### config.mk
export PLATFORM = sky130hd
export DESIGN_NAME = command_processor
export DESIGN_NICKNAME = d
export VERILOG_FILES = /design/src/rtl/command_processor_pkg.sv /design/src/rtl/command_processor_decoder.sv /design/src/rtl/command_processor.sv
export SDC_FILE = /design/constraint.sdc
export NUM_CORES = 1
export LEC_CHECK = 0
export ABC_AREA = 0
export CAP_MARGIN = 20
export CORE_MARGIN = 2
export CORE_UTILIZATION = 45
export DETAILED_ROUTE_END_ITERATION = 10
export GPL_TIMING_DRIVEN = 1
export HOLD_SLACK_MARGIN = 0.15
export MAX_ROUTING_LAYER = met4
export PLACE_DENSITY_LB_ADDON = 0.2
export SYNTH_ARGS = -nofsm -noshare
export SYNTH_HDL_FRONTEND = slang
export SYNTH_SLANG_ARGS = --single-unit
### constraint.sdc
create_clock -name aClock -period 6.1 [get_ports aClock]
set_input_delay 1.525 -clock aClock [delete_from_list [all_inputs] [get_ports aClock]]
set_output_delay 1.525 -clock aClock [all_outputs]
set_load 0.05 [all_outputs]
### src/rtl/command_processor_pkg.sv
// Shared types and encodings for the command-buffer processor.
package command_processor_pkg;

  typedef enum logic [2:0] {
    IDLE,
    FETCH,
    WAIT_FETCH,
    DECODE,
    DISPATCH,
    WAIT_UNIT,
    DONE,
    ERROR
  } cmdState_t;

  localparam logic [3:0] OP_END      = 4'd0;
  localparam logic [3:0] OP_DISPATCH = 4'd1;
  localparam logic [3:0] OP_NOP      = 4'd2;

  localparam logic [1:0] ERR_NONE     = 2'd0;
  localparam logic [1:0] ERR_BAD_UNIT = 2'd1;
  localparam logic [1:0] ERR_MAX_CMDS = 2'd2;
  localparam logic [1:0] ERR_TIMEOUT  = 2'd3;

endpackage

### src/rtl/command_processor_decoder.sv
// Field extraction and unit-range check on the top byte of the command register.
module command_decoder
  import command_processor_pkg::*;
#(
  parameter int unsigned NUM_UNITS = 4
) (
  input  logic [7:0] aCommandHead,
  output logic       is_end,
  output logic       is_dispatch,
  output logic [3:0] unit_idx,
  output logic       bad_unit
);

  logic [3:0] opcode;

  assign opcode      = aCommandHead[7:4];
  assign unit_idx    = aCommandHead[3:0];
  assign is_end      = (opcode == OP_END);
  assign is_dispatch = (opcode == OP_DISPATCH);
  assign bad_unit    = is_dispatch && (32'(unit_idx) >= NUM_UNITS);

endmodule

### src/rtl/command_processor.sv
// Walks a command buffer, dispatching words to execution units one at a time.
// Optional fetch watchdog enabled by defining CMDPROC_TIMEOUT_EN.
module command_processor
  import command_processor_pkg::*;
#(
  parameter int unsigned ADDR_W         = 32,
  parameter int unsigned DATA_W         = 32,
  parameter int unsigned NUM_UNITS      = 4,
  parameter int unsigned ADDR_STRIDE    = 4,
  parameter int unsigned MAX_CMDS       = 256,
  parameter int unsigned TIMEOUT_CYCLES = 1024,
  localparam int unsigned CNT_W         = $clog2(MAX_CMDS + 1)
) (
  input  logic                 aClock,
  input  logic                 aReset,
  input  logic                 anExecute,
  input  logic [ADDR_W-1:0]    aCommandBufferAddress,
  output logic [ADDR_W-1:0]    anOutMemoryAddr,
  output logic                 anOutMemoryEnable,
  input  logic [DATA_W-1:0]    aMemoryData,
  input  logic                 aMemoryValid,
  output logic [NUM_UNITS-1:0] anOutUnitStart,
  output logic [DATA_W-1:0]    anOutCommandWord,
  input  logic [NUM_UNITS-1:0] aUnitDone,
  output logic                 anOutBusy,
  output logic                 anOutDone,
  output logic                 anOutError,
  output logic [1:0]           anOutErrorCode,
  output logic [CNT_W-1:0]     anOutCommandCount
);

  if (DATA_W < 16 || NUM_UNITS < 1 || NUM_UNITS > 16 || TIMEOUT_CYCLES < 1) begin : gParamCheck
    $error("command_processor: parameter out of range");
  end

  cmdState_t            state;
  logic [ADDR_W-1:0]    addr;
  logic [DATA_W-1:0]    cmdReg;
  logic [NUM_UNITS-1:0] unitMask;
  logic                 isEnd;
  logic                 isDispatch;
  logic [3:0]           unitIdx;
  logic                 badUnit;
  logic [ADDR_W-1:0]    nextAddr;
  logic                 unitHit;

`ifdef CMDPROC_TIMEOUT_EN
  localparam int unsigned TMR_W = $clog2(TIMEOUT_CYCLES + 1);
  logic [TMR_W-1:0] fetchTimer;
`endif

  command_decoder #(.NUM_UNITS(NUM_UNITS)) uDecoder (
    .aCommandHead (cmdReg[DATA_W-1 -: 8]),
    .is_end       (isEnd),
    .is_dispatch  (isDispatch),
    .unit_idx     (unitIdx),
    .bad_unit     (badUnit)
  );

  // Address wraps naturally at 2^ADDR_W.
  assign nextAddr = addr + ADDR_W'(ADDR_STRIDE);
  assign unitHit  = |(aUnitDone & unitMask);

  // Outputs are set on entry to the state that owns them, so they are all registered.
  always_ff @(posedge aClock or posedge aReset) begin
    if (aReset) begin
      state             <= IDLE;
      addr              <= '0;
      cmdReg            <= '0;
      unitMask          <= '0;
      anOutMemoryAddr   <= '0;
      anOutMemoryEnable <= 1'b0;
      anOutUnitStart    <= '0;
      anOutCommandWord  <= '0;
      anOutBusy         <= 1'b0;
      anOutDone         <= 1'b0;
      anOutError        <= 1'b0;
      anOutErrorCode    <= ERR_NONE;
      anOutCommandCount <= '0;
`ifdef CMDPROC_TIMEOUT_EN
      fetchTimer        <= '0;
`endif
    end else begin
      case (state)
        IDLE: begin
          if (anExecute) begin
            addr              <= aCommandBufferAddress;
            anOutMemoryAddr   <= aCommandBufferAddress;
            anOutMemoryEnable <= 1'b1;
            anOutBusy         <= 1'b1;
            anOutError        <= 1'b0;
            anOutErrorCode    <= ERR_NONE;
            anOutCommandCount <= '0;
            state             <= FETCH;
          end
        end
        FETCH: begin
          anOutMemoryEnable <= 1'b0;
`ifdef CMDPROC_TIMEOUT_EN
          fetchTimer        <= '0;
`endif
          state             <= WAIT_FETCH;
        end
        WAIT_FETCH: begin
          if (aMemoryValid) begin
            cmdReg <= aMemoryData;
            state  <= DECODE;
          end
`ifdef CMDPROC_TIMEOUT_EN
          else if (fetchTimer == TMR_W'(TIMEOUT_CYCLES - 1)) begin
            anOutError     <= 1'b1;
            anOutErrorCode <= ERR_TIMEOUT;
            state          <= ERROR;
          end else begin
            fetchTimer <= fetchTimer + TMR_W'(1);
          end
`endif
        end
        DECODE: begin
          if (isEnd) begin
            anOutDone <= 1'b1;
            state     <= DONE;
          end else if (anOutCommandCount == CNT_W'(MAX_CMDS)) begin
            anOutError     <= 1'b1;
            anOutErrorCode <= ERR_MAX_CMDS;
            state          <= ERROR;
          end else if (badUnit) begin
            anOutError     <= 1'b1;
            anOutErrorCode <= ERR_BAD_UNIT;
            state          <= ERROR;
          end else if (isDispatch) begin
            unitMask         <= NUM_UNITS'(1) << unitIdx;
            anOutUnitStart   <= NUM_UNITS'(1) << unitIdx;
            anOutCommandWord <= cmdReg;
            state            <= DISPATCH;
          end else begin
            anOutCommandCount <= anOutCommandCount + CNT_W'(1);
            addr              <= nextAddr;
            anOutMemoryAddr   <= nextAddr;
            anOutMemoryEnable <= 1'b1;
            state             <= FETCH;
          end
        end
        DISPATCH: begin
          anOutUnitStart <= '0;
          state          <= WAIT_UNIT;
        end
        WAIT_UNIT: begin
          if (unitHit) begin
            anOutCommandWord  <= '0;
            anOutCommandCount <= anOutCommandCount + CNT_W'(1);
            addr              <= nextAddr;
            anOutMemoryAddr   <= nextAddr;
            anOutMemoryEnable <= 1'b1;
            state             <= FETCH;
          end
        end
        DONE: begin
          anOutDone <= 1'b0;
          anOutBusy <= 1'b0;
          state     <= IDLE;
        end
        ERROR: begin
          anOutBusy <= 1'b0;
          state     <= IDLE;
        end
        default: state <= IDLE;
      endcase
    end
  end

endmodule

# Yosys cells after proc, flatten, opt, wreduce, memory -nomap -nowiden
# Cells that the tools add are included.
dict set report word_totals {
  ff_bits 122
  in_bits 72
  output_inout_bits 83
  elab_cells 114
}
dict set report classes {
  n_addsub 2
  magnitude_cmp 1
  eq_ne 19
  shifts 1
  muxes 53
  bitwise_logic 4
  reduce_logical 22
}
# operator n
set ops {}
lappend ops {{2-to-1 mux 32 bit} 11}
lappend ops {{one-hot mux 32 bit (3 select lines)} 1}
lappend ops {{one-hot mux 32 bit (2 select lines)} 1}
lappend ops {{2-to-1 mux 9 bit} 6}
lappend ops {{adder 32 x 3 -> 32 bit (second input constant)} 1}
lappend ops {{one-hot mux 9 bit (3 select lines)} 1}
lappend ops {{2-to-1 mux 3 bit} 7}
lappend ops {{one-hot mux 3 bit (7 select lines)} 1}
lappend ops {{2-to-1 mux 4 bit} 4}
lappend ops {{!= test 2 bit (second input constant)} 8}
lappend ops {{AND reduction 7 bit} 2}
lappend ops {{== test 3 bit (second input constant)} 4}
lappend ops {{2-to-1 mux 1 bit} 11}
lappend ops {{AND reduction 5 bit} 2}
lappend ops {{nonzero test 2 bit} 5}
lappend ops {{adder 9 x 1 -> 9 bit (second input constant)} 1}
lappend ops {{== test 9 bit (second input constant)} 1}
lappend ops {{2-to-1 mux 2 bit} 4}
lappend ops {{one-hot mux 4 bit (2 select lines)} 1}
lappend ops {{== test 3 x 2 -> 1 bit (second input constant)} 2}
lappend ops {{one-hot mux 1 bit (2 select lines)} 3}
lappend ops {{AND reduction 2 bit} 3}
lappend ops {{AND reduction 6 bit} 1}
lappend ops {{bitwise AND 4 bit} 1}
lappend ops {{18 further kinds} 20}

# Depth between registers and ports, before layout
# Gate-level depths: netlist of the first run.
dict set report logic_depth {
  word_depth 6
  ltp_mapped 9
  depth_no_buf 7
}

# Cells and area by module
# Synthesis of the first run repeated with hierarchy kept, for this count alone.
dict set report hier_totals {
  hier_cells 599
  hier_area_um2 5839.4
}
# module n_inst cells_per_inst area_each_um2 seq_area_each_um2
set by_module_without_submodules {}
lappend by_module_without_submodules {command_processor 1 592 5771.8 3052.9}
lappend by_module_without_submodules {command_decoder 1 7 67.6 0.0}

# Worst setup path before layout of the first run
# Ideal clock, no wire load.
dict set report synth_timing {
  path_kind {input to register}
  from {input aUnitDone[1]}
  to {register anOutCommandWord[0]}
  setup_ns 0.130
  arrival_ns 2.675
  required_ns 5.970
  setup_slack_ns 3.295
  path_stages 7
  n_path_buf 2
  cell_sequence {a22o_1 nor3_2 a211oi_1 buf_2 buf_2 nand3_1 o21ai_0}
}
dict set report synth_between {
  elab_chain_cells 4
}
# item line_no
set synth_lines {}
lappend synth_lines {{start, declared} command_processor.sv:24} ;# input logic [NUM_UNITS-1:0] aUnitDone,
lappend synth_lines {{bitwise AND 4 bit} command_processor.sv:62} ;# assign unitHit = |(aUnitDone & unitMask);
lappend synth_lines {{OR reduction 4 bit} command_processor.sv:62}
lappend synth_lines {{!= test 2 bit (no line)} n/a}
lappend synth_lines {{AND reduction 6 bit (no line)} n/a}
lappend synth_lines {{end signal, assigned} command_processor.sv:134} ;# anOutCommandWord <= cmdReg;
lappend synth_lines {{end, declared} command_processor.sv:23} ;# output logic [DATA_W-1:0] anOutCommandWord,
# No other way between the ends.
# A chain may end at the register's enable or synchronous reset.

# Worst setup path after layout of the first run
dict set report layout_timing {
  from {input anExecute}
  to {register addr[23]}
}
dict set report layout_between {
  elab_chain_cells 2
}
# item line_no
set layout_lines {}
lappend layout_lines {{start, declared} command_processor.sv:16} ;# input logic anExecute,
lappend layout_lines {{!= test 2 bit (no line)} n/a}
lappend layout_lines {{AND reduction 7 bit (no line)} n/a}
lappend layout_lines {{end signal, assigned} command_processor.sv:87} ;# addr <= aCommandBufferAddress;
lappend layout_lines {{end signal, assigned} command_processor.sv:138} ;# addr <= nextAddr;
lappend layout_lines {{end signal, assigned} command_processor.sv:152} ;# addr <= nextAddr;
lappend layout_lines {{end, declared} command_processor.sv:37} ;# logic [ADDR_W-1:0] addr;
# No other way between the ends.

==> run_results.csv, run 1 <==
group,metric,value,unit
setup_path,worstPathArrival,3.72,ns
run,drv_cap,0,
synth,syn_area,5923,um2
clock_network,ctsRootBufferMaster,"clkbuf_16",
die,row_count,41,
final_layout,finalNetCount,809,
power,p_leak,0.003359,uW
sta,drv_slew,0,
power,cellInternalPower,2686,uW
routing,wire_per_inst,17.94,um
power,seqPwrFrac,30.4,%
routing,drt-total-wl,16450,um
routing,antenna_left,0,
clock_network,cts-buffers-inserted,17,
synth,synthesis.nets,666,
synth,yosys-top-cells-area,"dfrtp_1 52%, mux2_2 7.4%, o21ai_0 4.5%",
synth,yosys_warnings,0,
sta,max-slew-margin-rel,43.07,%
final_layout,diodes,0,
power,p_clk_share,19.7,%
die,initial_core_util,46.56,%
worst_hold_path,min_to,"anOutBusy$_DFFE_PP0P_",
clock_network,cts_setup_buffers,0,
setup_path,crit_path_cell_trace,"clkdlybuf4s50_1 -> nand2_1 -> a2111oi_4 -> buf_4 -> a21oi_1 -> a311oi_2",
worst_hold_path,min_path_cells,2,
place,place_hpwl,10890,um
power,swShare,45.56,%
routing,drt_iter0_drc,475,
clock_network,clock_latency,0.42,ns
synth,ys.flop_type,"dfrtp_1",
die,dieArea,14100,um2
setup_path,r2r-start,"state[0]$_DFFE_PP0P_",
routing,drcViolationCount,0,
sta,fin_tns_setup,0,ns
worst_hold_path,hp-start,"anOutBusy$_DFFE_PP0P_",
sta,fmax,293.6,MHz
power,ir_worst_vdd,0.0003035,V
routing,vias_per_cell,5.716,
synth,synth-edff-count,0,
setup_path,worst_path_largest_cell_delay,0.57,ns
synth,synth_cell_type_count,61,
status,status,"completed",
global_route,grt_max_degree,84,
setup_path,critical_path_class,"in -> reg",
sta,final_hold_viol_count,0,
place,gp_congestion,0.9211,
synth,synth_top_area_share,51.54,%
die,die_x,118.7,um
sta,fin_ws,2.694,ns
global_route,gr-total-overflow,0,
sta,skew,0.007156,ns
sta,worst_pin_slew,0.8476,ns
setup_path,critPathSlowestCell,"clkdlybuf4s50_1",
power,power_density,603.6,nW/um2
die,core-area,12720,um2
clock_network,clk_pin_slew,0.05,ns
final_layout,drive_above_1_share,13.02,%
routing,vias,5242,
synth,synth.avg_cell_area,10.02,um2
power,comb_power_share,49.8,%
setup_path,critPathRequiredTime,6.42,ns
global_route,antenna_found_initial,0,
setup_path,end_kind,"flip-flop",
global_route,grt_usage,24.18,%
place,pre_cts_slack,2.265,ns
global_route,grt_pass1_vias,5226,
synth,ys_ff_latch,122,
final_layout,mostFrequentLayoutCell,"clkdlybuf4s50_1",
clock_network,clockBufferDepth,2,
sta,setup_viol,0,
final_layout,area_delta_synth_final,37.98,%
worst_hold_path,min_path_type,"reg -> reg",
setup_path,r2r-end,"addr[24]$_DFFE_PP0P_",
place,portBuffers,154,
final_layout,layout_common_cells,"154 x clkdlybuf4s50_1, 122 x dfrtp_1, 53 x o21ai_0",
sta,rsz0062_at_grt,"false",
setup_path,startpoint_type,"primary input",
global_route,grt_pass1_wl,26230,um
clock_network,postCtsHoldBufs,0,
synth,synthArstFlopShare,100.0,%
sta,period_share,55.83,%
setup_path,worstRegToRegCells,5,
clock_network,cts_num_sinks,122,
synth,syn-instance-count,591,
final_layout,num-fill-cells,1040,
clock_network,post_cts_resized,0,
clock_network,cts_tree,"done",
die,io_pins,155,
routing,first_pass_iters,5,
setup_path,worst-path-max-fanout,33,
synth,synth_area_leader_cell,"dfrtp_1",
synth,ys_seq_area_share,51.54,%
power,p_sw,2247,uW
clock_network,htree_num_levels,4,
setup_path,regToRegSetupSlack,3.35,ns
die,fp.dieH,118.7,um
sta,fin_crit,3.406,ns
## metrics by stage
step	util (%)	hold slack [ns]	area, um2	power (uW)	instances
global route	64.24	0.5155	8173	5189	917
global placement	59.33	0.4639	7548	3847	885
floorplan	-	0.4496	5923	3163	591
finish	64.24	0.4874	8173	4933	917
CTS	63.81	0.4888	8118	4919	915
detailed placement	59.33	0.4737	7548	3918	885
## registers in the layout, summed over array words and instances, names as in the netlist, 2 cells and up
name,count
cmdReg,32
anOutCommandCount,9
anOutUnitStart,4
anOutCommandWord,32
unitMask,4
state,3
addr,32
anOutErrorCode,2
## power by group through the flow
| stage | sequential, uW | clock, uW | combinational, uW |
|---|---|---|---|
| 2_1_floorplan | 2150 | 0 | 1020 |
| 3_3_place_gp | 1480 | 0 | 2370 |
| 3_5_place_dp | 1500 | 0 | 2420 |
| 4_1_cts | 1490 | 989 | 2440 |
| 5_1_grt | 1550 | 1020 | 2620 |
| 6_report | 1500 | 974 | 2460 |
## cells by family after synthesis
group,count (synthesis),synth area share (%)
xor+xnor,2,0.6127
fa+ha+maj,3,0.6338
flops,122,51.54
compound gates,164,17.17
buf+inv,76,5.809
simple gates,184,16.62
mux,40,7.605
## final cells by class
class / count / area [um2] / area share, %
Tap cell: 172 / 215.2 / 2.633
Clock buffer: 22 / 474.2 / 5.802
Sequential cell: 122 / 3053 / 37.35
Clock inverter: 8 / 95.09 / 1.164
Multi-Input combinational cell: 393 / 2545 / 31.14
Timing Repair Buffer: 163 / 1649 / 20.18
Inverter: 37 / 141.4 / 1.730
## synthesized netlist by cell type, types with 4 or more instances
cell type,n
o31ai_1,6
clkbuf_1,13
nand4_1,11
or3_1,4
mux2_2,39
dfrtp_1,122
nand2_1,44
a21oi_1,45
o21ai_0,53
a211oi_1,4
buf_6,4
nor3_1,14
inv_1,36
o21ai_1,9
nand3_1,43
and3_1,9
and2_1,4
buf_2,16
a22o_1,5
o32ai_1,4
and4_1,6
nor4_1,4
nor2b_1,6
o22ai_1,14
nor2_1,24
## worst max-delay path, delay by kind of cell
kind            cells  cell delay (ns)
buf+inv             2             0.95
compound gates      3             0.85
simple gates        1             0.38
## worst max-delay path by stage
| stage | startpoint | end | slack (ns) | depth (start not counted) |
|---|---|---|---|---|
| 6_report | anExecute | addr[23]$_DFFE_PP0P_ | 2.69 | 6 |
| 3_5_place_dp | anExecute | addr[25]$_DFFE_PP0P_ | 2.26 | 6 |
| 3_3_place_gp | anExecute | addr[27]$_DFFE_PP0P_ | 2.39 | 6 |
| 2_1_floorplan | aReset | addr[0]$_DFFE_PP0P_ | 1.33 | 1 |
| 4_1_cts | anExecute | addr[23]$_DFFE_PP0P_ | 2.71 | 6 |
| 5_1_grt | anExecute | addr[23]$_DFFE_PP0P_ | 2.54 | 6 |
## per-layer routing
metal	GRT usage (%)	wire, um	up-vias	part of all wire (%)
li1	-	-	2431	-
met1	29.22	6968	2557	42
met2	37.43	7904	232	48
met3	7.625	1341	22	8.1
met4	10.34	240	0	1.5
met5	-	0	-	0
Note: power is estimated with default switching activity, not from simulation.
==> run 2: changes to the inputs <==
clock period = 3.3 ns   (was 6.1 ns; I/O delays follow)
==> run 2 against run 1 <==
Global-route usage increased by 0.62 points. Hold slack got worse by 0.0093 ns. Core utilization increased by 0.54 points. Die area unchanged. Non-clock buffer count increased by 5. Combinational power increased by 86%. Register-to-register slack got worse by 2.6 ns. Critical path type is now reg -> out. Highest routed layer unchanged.
==> run_results.csv, run 2 (synthesis results as in run 1) <==
group,metric,value,unit
global_route,gr-total-overflow,0,
clock_network,clock_latency,0.42,ns
global_route,grt_pass1_vias,5395,
routing,vias_per_cell,5.767,
final_layout,mostFrequentLayoutCell,"clkdlybuf4s50_1",
final_layout,fin_area,8242,um2
power,ir_worst_vdd,0.0007071,V
routing,wire_per_inst,17.91,um
worst_hold_path,min_path_type,"reg -> reg",
power,p_sw,4217,uW
place,place_hpwl,11240,um
power,swShare,45.67,%
final_layout,finalNetCount,814,
global_route,use_met1,30.83,%
setup_path,critical_path_class,"reg -> out",
place,portBuffers,154,
setup_path,worst-path-max-fanout,9,
final_layout,multi_input_area,2545,um2
clock_network,postCtsHoldBufs,0,
setup_path,r2r-start,"state[1]$_DFFE_PP0P_",
sta,period_share,79.16,%
setup_path,critPathTopFamily,"buffers and inverters",
setup_path,path_buf_inv,1,
global_route,grt_max_degree,81,
status,status,"completed",
place,dpl_cell_area,7640,um2
run,drv_cap,0,
sta,fmax,382.8,MHz
setup_path,regToRegSetupSlack,0.73,ns
clock_network,htree_num_levels,4,
sta,drv_slew,0,
setup_path,crit_end,"anOutMemoryAddr[6]",
die,die_x,118.7,um
sta,max-slew-margin-rel,46.12,%
final_layout,diodes,0,
clock_network,cts-buffers-inserted,17,
place,gp_congestion,0.9202,
routing,vias,5329,
power,power_density,1120,nW/um2
setup_path,crit_path_cell_trace,"clkdlybuf4s50_1",
global_route,grt_usage,24.80,%
global_route,antenna_found_initial,0,
setup_path,startpoint_type,"flip-flop",
setup_path,worstPathArrival,1.79,ns
clock_network,cts_num_sinks,122,
sta,final_hold_viol_count,0,
global_route,grt.busiest_layer,"met2",
clock_network,ctsRootBufferMaster,"clkbuf_16",
routing,drcViolationCount,0,
clock_network,cts_tree,"done",
sta,skew,0.009125,ns
final_layout,drive_above_1_share,13.96,%
clock_network,cts_setup_buffers,0,
setup_path,r2r-end,"addr[28]$_DFFE_PP0P_",
die,fp.dieH,118.7,um
setup_path,critPathSlowestCell,"clkdlybuf4s50_1",
sta,setup_viol,0,
power,p_clk_share,20.4,%
setup_path,critPathRequiredTime,2.47,ns
final_layout,num-fill-cells,1067,
clock_network,clockBufferDepth,2,
clock_network,clk_pin_slew,0.06,ns
global_route,grt_pass1_wl,27390,um
die,dieArea,14100,um2
power,seqPwrFrac,30.0,%
sta,worst_pin_slew,0.8082,ns
routing,antenna_left,0,
clock_network,post_cts_resized,0,
power,cellInternalPower,5017,uW
routing,drt_iter0_drc,549,
sta,rsz0062_at_grt,"false",
final_layout,regArea,3053,um2
global_route,use_met2,39.55,%
die,row_count,41,
setup_path,worstRegToRegCells,6,
final_layout,area_delta_synth_final,39.14,%
setup_path,worst_path_largest_cell_delay,0.86,ns
sta,fin_crit,2.612,ns
setup_path,crit_start,"addr[6]$_DFFE_PP0P_",
die,core-area,12720,um2
power,p_leak,0.003377,uW
global_route,use_met3,6.129,%
setup_path,end_kind,"primary output",
final_layout,layout_common_cells,"154 x clkdlybuf4s50_1, 122 x dfrtp_1, 53 x o21ai_0",
setup_path,critical_path_depth,1,
sta,fin_tns_setup,0,ns
final_layout,reg_top3,"addr (32), anOutCommandWord (32), cmdReg (32)",
die,io_pins,155,
power,comb_power_share,49.6,%
routing,first_pass_iters,5,
routing,drt-total-wl,16550,um
die,initial_core_util,46.56,%
run 2: cell count changes in the layout (fill, tap and decap cells not counted), moves of 2 or more:
cell	previous run	this run
clkinv_2	4	2
clkinvlp_4	2	6
buf_16	2	0
buf_4	7	11
clkinv_4	0	3
buf_12	0	3
clkbuf_8	3	0
run 2: final cells by class:
class	instances	share of cell area, %
Sequential cell	122	37.04
Multi-Input combinational cell	393	30.88
Timing Repair Buffer	168	20.43
Clock buffer	18	5.207
Tap cell	172	2.611
Clock inverter	14	2.095
Inverter	37	1.731
run 2: how the worst min path moves through the flow:
stage	startpoint	to	slack (ns)	depth (start not counted)
4_1_cts	anOutBusy$_DFFE_PP0P_	anOutBusy$_DFFE_PP0P_	0.49	2
6_report	anOutBusy$_DFFE_PP0P_	anOutBusy$_DFFE_PP0P_	0.48	2
3_5_place_dp	anOutBusy$_DFFE_PP0P_	anOutBusy$_DFFE_PP0P_	0.48	2
3_3_place_gp	anOutBusy$_DFFE_PP0P_	anOutBusy$_DFFE_PP0P_	0.47	2
2_1_floorplan	unitMask[2]$_DFFE_PP0P_	unitMask[2]$_DFFE_PP0P_	0.45	2
5_1_grt	anOutBusy$_DFFE_PP0P_	anOutBusy$_DFFE_PP0P_	0.50	2
run 2: power groups by stage:
stage	clock (uW)	sequential, uW	combinational [uW]
6_report	1890	2770	4580
5_1_grt	1980	2860	4870
4_1_cts	1910	2750	4590
3_5_place_dp	0	2760	4560
3_3_place_gp	0	2730	4460
2_1_floorplan	0	3970	1880
run 2: stage by stage:
stage / utilization [%] / worst slack, ns / power (uW) / cells / hold WS [ns]
5_1_grt: 64.78 / 0.5161 / 9719 / 924 / 0.5021
4_1_cts: 64.78 / 0.6998 / 9256 / 924 / 0.4884
2_1_floorplan: - / 0.9714 / 5848 / 591 / 0.4496
6_report: 64.78 / 0.6877 / 9234 / 924 / 0.4781
3_3_place_gp: 60.05 / 0.5052 / 7191 / 892 / 0.4721
3_5_place_dp: 60.05 / 0.4501 / 7323 / 892 / 0.4807
run 2: layer usage:
| layer | up-vias | share of wire [%] |
|---|---|---|
| met5 | - | 0 |
| met4 | 0 | 1.6 |
| met3 | 25 | 8.6 |
| met2 | 265 | 49 |
| met1 | 2598 | 41 |
| li1 | 2441 | - |
==> run 3: changes to the inputs <==
CORE_UTILIZATION = 44   (was 45)
clock period = 2.3 ns   (was 3.3 ns; I/O delays follow)
==> run 3 against run 2 <==
Setup slack got worse by 0.64 ns. Clock power increased by 51%. Non-clock buffer count increased by 26. Critical endpoint is now anOutMemoryAddr[29].
==> run_results.csv, run 3 (synthesis results as in run 1) <==
group,metric,value,unit
clock_network,cts-buffers-inserted,17,
place,place_hpwl,11820,um
final_layout,fin_cells,953,
sta,fin_crit,2.257,ns
routing,drt_iter0_drc,511,
routing,wire_per_inst,17.89,um
final_layout,drive_above_1_share,17.37,%
final_layout,mostFrequentLayoutCell,"clkdlybuf4s50_1",
routing,first_pass_iters,5,
final_layout,regArea,3054,um2
global_route,grt_usage,24.97,%
setup_path,path_buf_inv,1,
final_layout,area_delta_synth_final,44.32,%
sta,fin_ws,0.04297,ns
die,dieArea,14410,um2
setup_path,end_kind,"primary output",
power,p_leak,0.003650,uW
die,initial_core_util,44.91,%
global_route,antenna_found_initial,0,
sta,setup_viol,0,
setup_path,startpoint_type,"flip-flop",
setup_path,worst-path-max-fanout,5,
die,die_x,120.0,um
place,gp_congestion,0.9199,
setup_path,critical_path_class,"reg -> out",
clock_network,cts_num_sinks,122,
clock_network,postCtsHoldBufs,0,
clock_network,clockBufferDepth,2,
clock_network,clock_latency,0.42,ns
sta,fin_tns_setup,0,ns
global_route,grt_pass1_wl,27170,um
place,place_inst,922,
power,power_density,1612,nW/um2
sta,final_hold_viol_count,0,
place,portBuffers,154,
final_layout,layout_common_cells,"134 x clkdlybuf4s50_1, 121 x dfrtp_1, 53 x o21ai_0",
final_layout,finalNetCount,840,
worst_hold_path,min_path_type,"reg -> reg",
routing,vias_per_cell,5.672,
final_layout,final_util,64.81,%
final_layout,fin_area,8548,um2
sta,skew,0.01098,ns
sta,drv_slew,0,
place,dpl_cell_area,7908,um2
global_route,grt_max_degree,105,
sta,worst_pin_slew,0.5697,ns
clock_network,ctsRootBufferMaster,"clkbuf_16",
routing,vias,5405,
routing,antenna_left,0,
final_layout,num-fill-cells,1018,
setup_path,worstPathArrival,1.68,ns
clock_network,cts_tree,"done",
die,row_count,42,
sta,period_share,98.13,%
die,core-area,13190,um2
global_route,grt_pass1_vias,5216,
sta,rsz0062_at_grt,"false",
setup_path,critPathTopFamily,"buffers and inverters",
sta,max-slew-margin-rel,62.02,%
place,pre_cts_slack,-0.1105,ns
clock_network,clk_pin_slew,0.06,ns
setup_path,critPathRequiredTime,1.73,ns
setup_path,crit_path_cell_trace,"clkdlybuf4s50_1",
setup_path,worst_path_largest_cell_delay,0.84,ns
die,io_pins,155,
power,ir_worst_vdd,0.001217,V
clock_network,htree_num_levels,4,
global_route,gr-total-overflow,0,
routing,drcViolationCount,0,
die,fp.dieH,120.0,um
final_layout,diodes,0,
final_layout,reg_top3,"addr (32), anOutCommandWord (32), cmdReg (32)",
status,status,"completed",
sta,fmax,443.1,MHz
routing,drt-total-wl,17050,um
setup_path,critPathSlowestCell,"clkdlybuf4s50_1",
final_layout,multi_input_area,2555,um2
run,drv_cap,0,
## run 3: routing by layer
layer / routed length (um) / GRT usage (%) / vias to the layer above
li1: - / - / 2494
met2: 8181 / 38.57 / 262
met4: 310 / 9.044 / 0
met1: 7198 / 31.64 / 2619
met5: 0 / - / -
met3: 1361 / 6.844 / 30
## run 3: stage by stage
step	power (uW)	hold slack (ns)
5_1_grt	14500	0.4964
3_3_place_gp	10760	0.4587
6_report	13780	0.4853
3_5_place_dp	10950	0.4708
2_1_floorplan	8392	0.4496
4_1_cts	13810	0.4902
## run 3: repair_timing
action                     in CTS  in global routing
setup endpoints to repair      10                 10
pin swaps                       0                  0
buffers inserted                0                  0
resized for setup              10                  9
## run 3: layout make-up
type | instances | area share, %
repair buffers | 194 | 22.75
well taps | 176 | 2.576
flip-flops and latches | 122 | 35.73
inverters | 37 | 1.669
clock buffers | 18 | 5.138
clock inverters | 13 | 2.254
multi-input cells | 393 | 29.89
## run 3: power breakdown
| group | internal, uW | total [uW] | switching, uW |
|---|---|---|---|
| sequential | 3080 | 3900 | 820 |
| combinational | 2710 | 7020 | 4310 |
| clock | 1840 | 2860 | 1010 |
## run 3: final timing paths
path | from | endpoint | slack, ns | cells after the start
setup reg to reg | anOutCommandCount[0]$_DFFE_PP0P_ | anOutCommandCount[4]$_DFFE_PP0P_ | 0.11 | 8
hold / removal | anOutErrorCode[0]$_DFFE_PP0P_ | anOutErrorCode[0]$_DFFE_PP0P_ | 0.49 | 1
setup / recovery | addr[29]$_DFFE_PP0P_ | anOutMemoryAddr[29] | 0.04 | 1
hold reg to reg | anOutErrorCode[0]$_DFFE_PP0P_ | anOutErrorCode[0]$_DFFE_PP0P_ | 0.49 | 1
min in group asynchronous | aReset | addr[17]$_DFFE_PP0P_ | 0.60 | 3
max in group asynchronous | aReset | state[0]$_DFFE_PP0P_ | 1.16 | 3
